**config.mk**
```make
export PLATFORM = sky130hd
export DESIGN_NAME = pe_bit_sparse_mac
export DESIGN_NICKNAME = d
export VERILOG_FILES = /design/src/rtl/pe_bit_sparse_mac.sv
export SDC_FILE = /design/constraint.sdc
export NUM_CORES = 1
export LEC_CHECK = 0
export BUFFER_PORTS_ARGS = -buffer_cell sky130_fd_sc_hd__buf_2
export CELL_PAD_IN_SITES_DETAIL_PLACEMENT = 1
export CELL_PAD_IN_SITES_GLOBAL_PLACEMENT = 1
export CORE_ASPECT_RATIO = 2
export CORE_MARGIN = 8
export CORE_UTILIZATION = 47
export CTS_CLUSTER_SIZE = 25
export DETAILED_ROUTE_END_ITERATION = 6
export PLACE_DENSITY_LB_ADDON = 0.1
export SYNTH_ARGS = -nofsm -noshare
export SYNTH_HDL_FRONTEND = slang
export SYNTH_SLANG_ARGS = --single-unit
```
**constraint.sdc**
```tcl
create_clock -name CLK -period 28.5 [get_ports CLK]
set_input_delay 0 -clock CLK [delete_from_list [all_inputs] [get_ports CLK]]
set_output_delay 0 -clock CLK [all_outputs]
set_load 0.02 [all_outputs]
```
**src/rtl/pe_bit_sparse_mac.sv**
```systemverilog
// pe_bit_sparse_mac
//   Leaf processing element of the bit-sparsity accelerator. Each cycle, it
//   takes NUM_LANES term pairs. Each term is given as a sign and a
//   power-of-two exponent. For each lane it forms the product
//   +/-2^(AExp+BExp), and lanes flagged invalid contribute zero. The lane
//   products are summed and added into a registered two's-complement
//   accumulator.
//
//   Optional build macro: PE_ACC_SATURATE_EN
//     defined   -> accumulation saturates at the ACC_W signed limits
//     undefined -> accumulation wraps modulo 2^ACC_W
//
// Ports
//   CLK           in   rising-edge clock
//   RSTN          in   synchronous reset, active HIGH (legacy name kept)
//   AExps         in   NUM_LANES*EXP_W, lane i = AExps[i*EXP_W +: EXP_W]
//   ASigns        in   NUM_LANES, lane i sign of A (1 = negative)
//   BExps         in   NUM_LANES*EXP_W, lane i = BExps[i*EXP_W +: EXP_W]
//   BSigns        in   NUM_LANES, lane i sign of B (1 = negative)
//   IsInvalidPair in   NUM_LANES, lane i = 1 -> lane contributes 0
//   RESULT        out  ACC_W, accumulator register
module pe_bit_sparse_mac #(
  parameter int unsigned NUM_LANES = 16,
  parameter int unsigned EXP_W     = 3,
  parameter int unsigned ACC_W     = 22
) (
  input  logic                           CLK,
  input  logic                           RSTN,
  input  logic [NUM_LANES*EXP_W-1:0]     AExps,
  input  logic [NUM_LANES-1:0]           ASigns,
  input  logic [NUM_LANES*EXP_W-1:0]     BExps,
  input  logic [NUM_LANES-1:0]           BSigns,
  input  logic [NUM_LANES-1:0]           IsInvalidPair,
  output logic [ACC_W-1:0]               RESULT
);

  localparam logic [ACC_W-1:0] ONE = {{(ACC_W-1){1'b0}}, 1'b1};

  logic [ACC_W-1:0] acc;
  logic [ACC_W-1:0] sum;
  logic [ACC_W-1:0] raw;
  logic [ACC_W-1:0] next_acc;
  logic [EXP_W:0]   e;
  logic [ACC_W-1:0] mag;
  logic [ACC_W-1:0] term;

  // Lane products and their sum. Exponent 0 means 2^0 = 1. A lane
  // contributes zero only when it is flagged invalid.
  always_comb begin
    sum  = '0;
    e    = '0;
    mag  = '0;
    term = '0;
    for (int unsigned i = 0; i < NUM_LANES; i++) begin
      e    = {1'b0, AExps[i*EXP_W +: EXP_W]} + {1'b0, BExps[i*EXP_W +: EXP_W]};
      mag  = ONE << e;
      term = (ASigns[i] ^ BSigns[i]) ? (~mag + ONE) : mag;
      if (!IsInvalidPair[i])
        sum = sum + term;
    end
  end

  assign raw = acc + sum;

`ifdef PE_ACC_SATURATE_EN
  // A signed overflow occurs only when both operands have the same sign and
  // the result has the other sign. The operand sign then gives the
  // direction of the clamp.
  logic ovf_pos;
  logic ovf_neg;
  assign ovf_pos = !acc[ACC_W-1] && !sum[ACC_W-1] &&  raw[ACC_W-1];
  assign ovf_neg =  acc[ACC_W-1] &&  sum[ACC_W-1] && !raw[ACC_W-1];

  always_comb begin
    next_acc = raw;
    if (ovf_pos)
      next_acc = {1'b0, {(ACC_W-1){1'b1}}};
    else if (ovf_neg)
      next_acc = {1'b1, {(ACC_W-1){1'b0}}};
  end
`else
  assign next_acc = raw;
`endif

  always_ff @(posedge CLK) begin
    if (RSTN)
      acc <= '0;
    else
      acc <= next_acc;
  end

  assign RESULT = acc;

endmodule

```
==> results by stage, run 1 <==
Status:
- The flow ran to the end, and the final reports show no timing, DRC or antenna violations.

Synthesis:
- In the synthesized netlist, the number of instances is 4216.
- Of all flip-flops after synthesis, the portion carrying an async set or reset was 0%.
- Sorting the synthesized cells by area gives the leading types as sky130_fd_sc_hd__ha_1 (17%), sky130_fd_sc_hd__a21oi_1 (8.4%), sky130_fd_sc_hd__xnor2_1 (8.2%).
- The netlist uses 107 different library cells.
- Counting flops and latches in the post-synthesis netlist gives 22.
- For this run, the leading register cell type out of synthesis is sky130_fd_sc_hd__dfxtp_1.
- The synthesized netlist occupies a cell area of 0.0281 sq mm.
- Of the synthesized area, sequential elements account for 1.56%.
- The number of enable-type register cells in the synthesized netlist is 0.
- sky130_fd_sc_hd__ha_1 takes more of the synthesized area than any other cell.
- The synthesized netlist net count is 4781.
- Summed over its instances, the top area cell type makes up 17.2% of the synthesized netlist area.
- The Yosys warning count is 0.
- A synthesized cell averages 6.68 sq um.

GRT:
- After global routing the overflow that remains totals 0.
- The number of antenna violations at the first check in global routing is 2.
- The first-pass GRT wire length is 158000 um.
- The maximum number of pins on one net before global-route repair is 44.
- Global routing used 27.0% of the available tracks across all layers.
- The via count of the first global-routing pass came to 31894.

Setup path:
- Among all stages on the critical path, the largest delay is contributed by sky130_fd_sc_hd__ha_1.
- The critical path launch point is AExps[0].
- The kind of capture point of the worst setup path is a flip-flop.
- The startpoint identified for the worst register-to-register timing path is RESULT[1]$_SDFF_PP0_.
- The worst endpoint data arrival time is 25940 ps.
- The delay of the slowest cell on the worst path is 710 ps.
- The maximum fanout along the worst path is 18.
- In this design, the critical path's most frequently occurring cell is sky130_fd_sc_hd__ha_1.
- At the worst endpoint, the required time is 28640 ps.
- The worst setup path is of the in -> reg kind.
- The worst setup path is launched from an input pin.

STA:
- The tightest slew margin relative to the limit is 29.1%.
- The transition time at the pin with the least slew margin is 1060 ps.
- The total count of max-transition violations in the final report was 0.
- The minimum clock period is 25800 ps.
- The hold violation total from the final report is 0.
- Setup repair after global routing left no endpoint under its margin.
- Derived from the worst setup path, the maximum achievable clock frequency is 0.0388 GHz.
- Summed over all failing endpoints, the final setup total negative slack is 0 ps.
- The final period utilization is 90.5%.
- The worst setup skew after layout is 8.80 ps.
- The final-report setup violation count is 0.

Worst hold path:
- The start point of the worst min-delay path is RSTN.
- The worst hold-check path type is in -> reg.

Layout:
- The most common library cell in the layout ignoring fill and taps is sky130_fd_sc_hd__a21oi_1.
- Of the cells placed in the final design, the portion with a size suffix greater than 1 is 9.24%.
- In the layout the commonest cells are sky130_fd_sc_hd__a21oi_1 (473), sky130_fd_sc_hd__nor2_1 (427), sky130_fd_sc_hd__nand2_1 (421).
- The area growth from synthesis to final layout is 4.50%.
- The register with the most flip-flops in the layout has 22 of them.
- The net count of the finished layout is 4776.

Die:
- The die height is 362 um.
- Pin placement for this block handled 168 I/O pins.
- In this run the standard cell core region covers 0.0596 sq mm.
- The initial utilization of the core area, before any placement, comes to 47.2%.
- Row generation in the floorplan step produced 127 rows.
- In this run the horizontal extent of the chip is 189 um.
- The die outline area is 0.0684 sq mm.

Route:
- Before antenna repair, the detailed router went through 5 iterations.
- The via density per instance is 6.22.
- After detailed routing, the total wire length is 96600 um.
- After detailed routing, the number of remaining DRC violations is 0.
- The overall via count from detail_route is 31001.
- The first routing iteration left 1754 violations.
- The final antenna-violating net count is 0.
- In the final routed layout, each cell accounts on average for 19.4 um.

Placed design:
- The HPWL reported at the end of detailed placement is 80600 um.
- The final RePlAce weighted congestion is 0.909.
- The number of buffers inserted by port buffering is 167.

Clocking:
- The clock net in this run drives a total of 22 sinks.
- In this run, post-CTS hold repair placed 0 buffers.
- The post-CTS setup-driven buffer insertion count is 0.
- The post-cts sizing count is 0.
- Clock tree synthesis inserted a total of 3 buffers.
- The longest clock path from root to sink contains 2 buffers.
- After clock tree synthesis, the clock-pin slew on the worst setup and hold paths is 70 ps.
- TritonCTS built the clock tree.
- The CTS root buffer is sky130_fd_sc_hd__clkbuf_16.
- The clock latency of the later-clocked register in the worst-skew pair is 260 ps.
- CTS built an H-tree with a depth of 1.

Job:
- Max-cap violations in this run came to 0.
## critical path: cells and delay by family
family	cells	cell delay (ps)
AOI/OAI and AO/OA	33	8050
muxes	5	1090
adders and majority gates	20	7680
buffers and inverters	5	480
and+or+nand+nor	35	4590
xor gates and xnor gates	21	4010
## worst paths after layout
| path | slack (ps) | to | depth (start not counted) |
|---|---|---|---|
| setup / recovery | 2700 | RESULT[21]$_SDFF_PP0_ | 119 |
| hold / removal | 160 | RESULT[3]$_SDFF_PP0_ | 2 |
| setup reg to reg | 22400 | RESULT[21]$_SDFF_PP0_ | 27 |
| hold reg to reg | 660 | RESULT[0]$_SDFF_PP0_ | 2 |
## cell type report
cell class | instances | area [sq um]
inverters | 273 | 1020
fillers | 8059 | 30200
flip-flops and latches | 22 | 440
multi-input cells | 3726 | 25900
well taps | 774 | 968
clock buffers | 3 | 75.1
diodes | 1 | 2.50
repair buffers | 185 | 971
## metal layers
metal / vias up / routed length [um] / track usage (%)
met4: 2 / 3640 / 9.15
met3: 180 / 3520 / 2.75
li1: 15278 / - / -
met2: 619 / 46500 / 47.7
met1: 14922 / 42900 / 33.5
met5: - / 13 / 0
## logic make-up after synthesis
| group | share of synthesized area (%) |
|---|---|
| AO/OA/AOI/OAI | 33.4 |
| AND/OR/NAND/NOR | 22.4 |
| buffers and inverters | 6.30 |
| adder cells (fa/ha/maj) | 19.6 |
| XOR/XNOR | 10.9 |
| multiplexers | 5.90 |
| flip-flops | 1.56 |
## through the flow
step	util, %	area (sq um)	hold WS, ps	cells	setup slack (ps)
after floorplan	-	28100	71.6	4216	6260
after CTS	49.4	29400	162	4983	2880
after global routing	49.4	29400	188	4983	602
final	49.4	29400	162	4984	2700
after global placement	49.2	29300	433	4980	3720
after detailed placement	49.2	29300	431	4980	2670
## cell usage after synthesis, types with 41 or more instances
cell type / count
sky130_fd_sc_hd__a211oi_1: 41
sky130_fd_sc_hd__a21o_1: 109
sky130_fd_sc_hd__a21oi_1: 473
sky130_fd_sc_hd__a31oi_1: 86
sky130_fd_sc_hd__clkbuf_1: 181
sky130_fd_sc_hd__ha_1: 387
sky130_fd_sc_hd__inv_1: 260
sky130_fd_sc_hd__mux2_2: 124
sky130_fd_sc_hd__nand2_1: 421
sky130_fd_sc_hd__nand2b_1: 63
sky130_fd_sc_hd__nand3_1: 80
sky130_fd_sc_hd__nor2_1: 427
sky130_fd_sc_hd__nor2b_1: 68
sky130_fd_sc_hd__nor3_1: 112
sky130_fd_sc_hd__o21ai_0: 272
sky130_fd_sc_hd__o21bai_1: 107
sky130_fd_sc_hd__xnor2_1: 262
sky130_fd_sc_hd__xor2_1: 77
Power of run 1 is not shown: default switching activity piles up to over one toggle a cycle in this logic, so the estimate is an artifact.
==> run 2: changes to the inputs <==
Settings changed: CELL_PAD_IN_SITES_DETAIL_PLACEMENT 1 to 0, CELL_PAD_IN_SITES_GLOBAL_PLACEMENT 1 to 2, CORE_UTILIZATION 47 to 37, CTS_CLUSTER_DIAMETER from default to 40.
==> results by stage, run 2 (same netlist as run 1, synthesis figures left out) <==
STA:
- Setup repair after global routing left no endpoint under its margin.
- The minimum clock period is 26190 ps (+397 ps).
- The hold violation total from the final report is 0 (unchanged).
- The final setup TNS is 0 ps (unchanged).
- The total count of max-transition violations in the final report is 0 (unchanged).
- The transition time at the pin with the least slew margin is 1080 ps (+27.6 ps).
- The maximum frequency from static timing analysis is 0.0382 GHz (-1.5%).
- The final-report setup violation count came to 0 (unchanged).
- The tightest slew margin relative to the limit is 26.6% (-2.5 points).
- The worst setup skew after layout came to 3.64 ps (-5.16 ps).
- The final period utilization is 91.9% (+1.4 points).

Route:
- The overall via count from detail_route is 30462 (-1.7%).
- The wire length after detailed routing is 106000 um (+9.8%).
- The final routed DRC violation total was 0 (unchanged).
- The routed length per instance came to 20.2 um (+4.4%).
- The number of search-and-repair iterations in the first detailed-routing pass came to 5 (unchanged).
- The via density per instance came to 5.82 (-6.5%).
- The final antenna-violating net count is 0 (unchanged).
- The number of DRC violations after detailed-routing iteration 0 is 1488 (-15%).

Setup path:
- The cell depth of the worst setup path is 115 (-3.4%).
- The most prevalent standard cell on the critical path is sky130_fd_sc_hd__ha_1.
- On the critical path, the stage with the largest delay is an instance of sky130_fd_sc_hd__o311ai_1.
- The reg-to-reg setup timing slack was 22600 ps (+200 ps).
- Broken down by cell family, the worst path's largest delay share belongs to compound AO/OA/AOI/OAI gates.
- The delay of the slowest cell on the worst path is 880 ps (+170 ps).
- The worst endpoint data arrival time was 26340 ps (+400 ps).
- The critical path in this run is classified as in -> reg.
- The critical path startpoint category is an input pin.
- The count of buffering cells on the critical path with inverters included came to 4 (-1).
- The kind of capture point of the worst setup path is a flip-flop.
- The required time at the endpoint of the critical path is 28640 ps (about the same).
- The depth of the worst register-to-register path was 27 (unchanged).
- The maximum fanout along the worst path is 18 (unchanged).

GRT:
- The overall global routing resource usage was 23.8% (-3.2 points).
- The via count of the first global-routing pass was 30453 (-4.5%).
- The maximum number of pins on one net before global-route repair was 44 (unchanged).
- The total grt overflow is 0 (unchanged).
- The number of antenna violations at the first check in global routing is 4 (+2).
- The first-pass GRT wire length is 164000 um (+3.5%).

Die:
- The number of ports placed on the die boundary was 168 (unchanged).
- The number of rows in the core area came to 143 (+13%).
- The initial core utilization was 37.2% (-10 points).
- The area of the core came to 0.0757 sq mm (+27%).
- The chip width is 211 um (+12%).
- The die outline area is 0.0857 sq mm (+25%).
- The die height came to 406 um (+12%).

Clocking:
- The CTS sink count was 22 (unchanged).
- The post-CTS clock slew at the launch and capture registers of the worst setup and hold paths came to 60 ps (about the same).
- The number of H-tree branching levels is 1 (unchanged).
- The TritonCTS clock tree is yes.
- The number of buffers created by CTS is 3 (unchanged).
- The tree is rooted in a sky130_fd_sc_hd__clkbuf_16.
- The post-CTS setup-driven buffer insertion count is 0 (unchanged).
- The clock latency of the later-clocked register in the worst-skew pair is 270 ps (about the same).
- The number of buffers on the longest clock path came to 2 (unchanged).

Layout:
- From synthesis to final layout, the design area changed by 5.94%.
- The multi-input gate area in the final layout is 0.0259 sq mm (unchanged).
- Leaving out fill and tap cells, the most frequent cell in the layout is sky130_fd_sc_hd__a21oi_1.
- The final-stage net count is 4788 (+0.25%).
- The flip-flop count of the largest register after layout is 22 (unchanged).
- The share of cells above drive strength 1 is 9.52% (+0.28 points).
- The footprint of the flip-flops and latches was 440 sq um (unchanged).
- Leaving out fill and tap cells, the most frequent cells in the layout are sky130_fd_sc_hd__a21oi_1 (473), sky130_fd_sc_hd__nor2_1 (427), sky130_fd_sc_hd__nand2_1 (421).
- The filler cell count was 8305 (+3.1%).

Worst hold path:
- The worst hold-check path type is in -> reg.
- The cell count of the worst hold path is 2 (unchanged).

Placed design:
- The HPWL reported at the end of detailed placement is 91100 um (+13%).
- The final RePlAce weighted congestion is 0.945 (+4.0%).
- The number of buffers inserted by port buffering was 167 (unchanged).

Job:
- The max-capacitance violation count is 0 (unchanged).

Status:
- The flow ran to the end, and the final reports show no timing, DRC or antenna violations.
==> run 2: cell count changes in the layout (fill, tap and decap cells not counted) <==
| cell | delta |
|---|---|
| sky130_fd_sc_hd__o21ai_0 | -1 |
| sky130_fd_sc_hd__o21ai_1 | +1 |
| sky130_fd_sc_hd__clkbuf_8 | +1 |
| sky130_fd_sc_hd__buf_4 | +12 |
==> run 2: path summary, 6_finish.rpt <==
check / from / endpoint
min reg2reg: RESULT[0]$_SDFF_PP0_ / RESULT[0]$_SDFF_PP0_
max: AExps[0] / RESULT[21]$_SDFF_PP0_
max reg2reg: RESULT[1]$_SDFF_PP0_ / RESULT[21]$_SDFF_PP0_
min: RSTN / RESULT[2]$_SDFF_PP0_
==> run 2: per-layer routing <==
layer	vias up	global-route usage (%)	share of wire [%]
li1	15329	-	-
met1	14313	21.9	35
met5	-	0	0.025
met4	4	15.5	7.4
met3	228	1.31	2.1
met2	588	48.8	56
==> run 2: final cells by class <==
cell class,count,area share (%)
tap,1015,4.26
antenna,1,0.00839
sequential,22,1.48
clock buffer,4,0.298
inverter,273,3.44
multi-input combinational,3726,87.0
timing repair buffer,197,3.56
==> run 2: what timing repair did <==
| item | 4_1_cts | 5_1_grt |
|---|---|---|
| endpoints found under the setup margin | 0 | 1 |
| resized for setup | 0 | 1 |
| hold buffers | 0 | 0 |
==> run 2: through the flow <==
step	utilization, %	cell area, sq um	hold slack [ps]	worst slack [ps]	cells
floorplan	-	28100	71.6	6260	4216
global placement	39.3	29700	441	2500	5233
detailed placement	39.3	29700	445	2180	5233
CTS	39.4	29800	165	2360	5237
global route	39.4	29800	201	102	5237
finish	39.4	29800	164	2310	5238
Power of run 2 is left out for the same reason.
==> run 3: changes to the inputs <==
Settings changed: CELL_PAD_IN_SITES_GLOBAL_PLACEMENT 2 to 1, CORE_UTILIZATION 37 to 47, GPL_TIMING_DRIVEN from default to 0, SKIP_LAST_GASP from default to 1.
==> results by stage, run 3 (same netlist as run 1, synthesis figures left out) <==
Setup path:
- Grouping stages by cell kind, the critical path spends the most delay in compound AO/OA/AOI/OAI gates.
- The required time at the endpoint of the critical path is 28630 ps (about the same).
- The worst setup path is launched from an input pin.
- The worst endpoint data arrival time is 26850 ps (+510 ps).
- The worst setup path is of the in -> reg kind.
- The standard cell with the maximum stage delay on the critical path is sky130_fd_sc_hd__xnor2_1.
- The maximum fanout along the worst path came to 10 (-8).
- The count of buffering cells on the critical path with inverters included is 9 (+5).
- Among the stages of the critical path, the cell type that occurs most often is sky130_fd_sc_hd__ha_1.
- The delay of the slowest cell on the worst path is 600 ps (-280 ps).
- STA classifies the critical path endpoint as a flip-flop.

Placed design:
- The final RePlAce weighted congestion is 0.936 (-0.95%).
- The HPWL reported at the end of detailed placement was 76000 um (-17%).
- The number of buffers inserted by port buffering was 159 (-4.8%).

Clocking:
- The CTS sink count was 22 (unchanged).
- The clock latency of the later-clocked register in the worst-skew pair is 260 ps (about the same).
- The CTS root buffer is sky130_fd_sc_hd__clkbuf_16.
- The number of H-tree branching levels is 1 (unchanged).
- The post-CTS setup-driven buffer insertion count is 0 (unchanged).
- The number of buffers on the longest clock path is 2 (unchanged).
- TritonCTS built the clock tree.
- The number of buffers created by CTS is 3 (unchanged).
- The post-CTS clock slew at the launch and capture registers of the worst setup and hold paths is 60 ps (about the same).

Die:
- The area of the core is 0.0596 sq mm (-21%).
- The chip width is 189 um (-10%).
- The die outline area is 0.0684 sq mm (-20%).
- The die height is 362 um (-11%).
- The initial core utilization is 47.2% (+10 points).
- The number of ports placed on the die boundary is 168 (unchanged).
- The number of rows in the core area is 127 (-11%).

Layout:
- The final-stage net count is 4947 (+3.3%).
- The footprint of the flip-flops and latches is 440 sq um (unchanged).
- The flip-flop count of the largest register after layout came to 22 (unchanged).
- The library cells used most frequently in the layout, excluding fill and tap cells, are sky130_fd_sc_hd__a21oi_1 (473), sky130_fd_sc_hd__nor2_1 (427), sky130_fd_sc_hd__nand2_1 (421).
- The share of cells above drive strength 1 is 8.45% (-1.1 points).
- From synthesis to final layout, the design area changed by 6.65%.
- The multi-input gate area in the final layout came to 0.0259 sq mm (about the same).
- The most common library cell in the layout ignoring fill and taps is sky130_fd_sc_hd__a21oi_1.
- The filler cell count is 6306 (-24%).

Route:
- The final routed DRC violation total is 0 (unchanged).
- The number of search-and-repair iterations in the first detailed-routing pass came to 6 (+1).
- The overall via count from detail_route is 30826 (+1.2%).
- The final antenna-violating net count is 0 (unchanged).
- The number of DRC violations after detailed-routing iteration 0 is 2666 (+79%).
- The via density per instance is 5.98 (+2.8%).
- The routed length per instance is 17.4 um (-14%).
- The wire length after detailed routing was 89700 um (-15%).

GRT:
- The total grt overflow was 0 (unchanged).
- The overall global routing resource usage is 24.8% (+1.0 points).
- The number of antenna violations at the first check in global routing is 2 (-2).
- The via count of the first global-routing pass is 28587 (-6.1%).
- The first-pass GRT wire length is 144000 um (-12%).
- The maximum number of pins on one net before global-route repair is 12 (-73%).

Job:
- The max-capacitance violation count is 0 (unchanged).

STA:
- The total count of max-transition violations in the final report is 0 (unchanged).
- The final-report setup violation count is 0 (unchanged).
- Setup repair after global routing left no endpoint under its margin.
- The hold violation total from the final report is 0 (unchanged).
- The maximum frequency from static timing analysis is 0.0374 GHz (-2.0%).
- The final setup TNS is 0 ps (unchanged).
- The tightest slew margin relative to the limit is 18.1% (-8.5 points).
- The worst setup skew after layout is 2.92 ps (-0.721 ps).
- The final period utilization was 93.8% (+1.8 points).
- The minimum clock period is 26720 ps (+526 ps).
- The hold slack is 506 ps (+342 ps).
- The transition time at the pin with the least slew margin is 1200 ps (+113 ps).

Worst hold path:
- The min-delay analysis places its worst path in the category in -> reg.

Status:
- The run finished with clean final reports.
run 3: final cells by class:
cell class / instances / share of cell area [%]
clock buffers: 3 / 0.250
plain buffers: 195 / 2.50
well taps: 774 / 3.23
inverters: 273 / 3.41
repair buffers: 161 / 2.71
flip-flops and latches: 22 / 1.47
diodes: 1 / 0.00834
multi-input cells: 3726 / 86.4
run 3: repair_timing:
| action | 4_1_cts | 5_1_grt |
|---|---|---|
| setup endpoints to repair | 0 | 1 |
| hold endpoints to repair | 2 | 0 |
| hold buffers | 1 | 0 |
| gates resized for setup | 0 | 3 |
run 3: metal layers:
| layer | GRT usage, % | share of wire (%) | up-vias |
|---|---|---|---|
| met3 | 2.34 | 5.4 | 109 |
| met4 | 4.91 | 2.4 | 2 |
| met1 | 33.7 | 46 | 14212 |
| met5 | 0 | 0.015 | - |
| li1 | - | - | 15644 |
| met2 | 42.0 | 46 | 859 |
run 3: worst reg2reg max path, cell delays in order, from the launching register on:
cell	delay, ps
sky130_fd_sc_hd__dfxtp_1	390
sky130_fd_sc_hd__ha_1	250
sky130_fd_sc_hd__a21o_1	150
sky130_fd_sc_hd__a21oi_1	230
sky130_fd_sc_hd__o21bai_1	100
sky130_fd_sc_hd__a21oi_1	230
sky130_fd_sc_hd__o21bai_1	100
sky130_fd_sc_hd__a21oi_1	230
sky130_fd_sc_hd__o21ai_0	150
sky130_fd_sc_hd__o41ai_1	550
sky130_fd_sc_hd__o21ai_0	230
sky130_fd_sc_hd__o21ai_0	180
sky130_fd_sc_hd__nand2b_1	120
sky130_fd_sc_hd__a21o_1	200
sky130_fd_sc_hd__nand4_1	90
sky130_fd_sc_hd__nand3_1	100
sky130_fd_sc_hd__o41a_1	350
sky130_fd_sc_hd__xnor2_1	190
sky130_fd_sc_hd__xnor2_1	110
sky130_fd_sc_hd__xnor2_1	300
sky130_fd_sc_hd__xnor2_1	180
sky130_fd_sc_hd__xnor2_1	150
sky130_fd_sc_hd__xnor3_1	490
sky130_fd_sc_hd__xnor2_1	170
sky130_fd_sc_hd__xnor2_1	300
sky130_fd_sc_hd__xnor3_1	340
sky130_fd_sc_hd__xnor2_1	440
sky130_fd_sc_hd__nor2_1	70
run 3: per-stage QoR:
stage                     worst slack [ps]  utilization [%]  std cells  cell area (sq um)
after floorplan                       6260                -       4216              28100
after global placement                1460             50.2       5149              29900
after detailed placement              1280             50.2       5149              29900
after CTS                             1480             50.3       5153              30000
after global routing                  2.74             50.4       5154              30000
final                                 1780             50.4       5155              30000
run 3: path summary, 6_finish.rpt:
check                             from               endpoint  depth (start not counted)  slack [ps]
setup / recovery              AExps[0]  RESULT[21]$_SDFF_PP0_                        122        1780
hold reg to reg   RESULT[0]$_SDFF_PP0_   RESULT[0]$_SDFF_PP0_                          2         600
hold / removal                    RSTN   RESULT[1]$_SDFF_PP0_                          3         510
setup reg to reg  RESULT[1]$_SDFF_PP0_  RESULT[21]$_SDFF_PP0_                         27       21980
Power of run 3 is left out for the same reason.
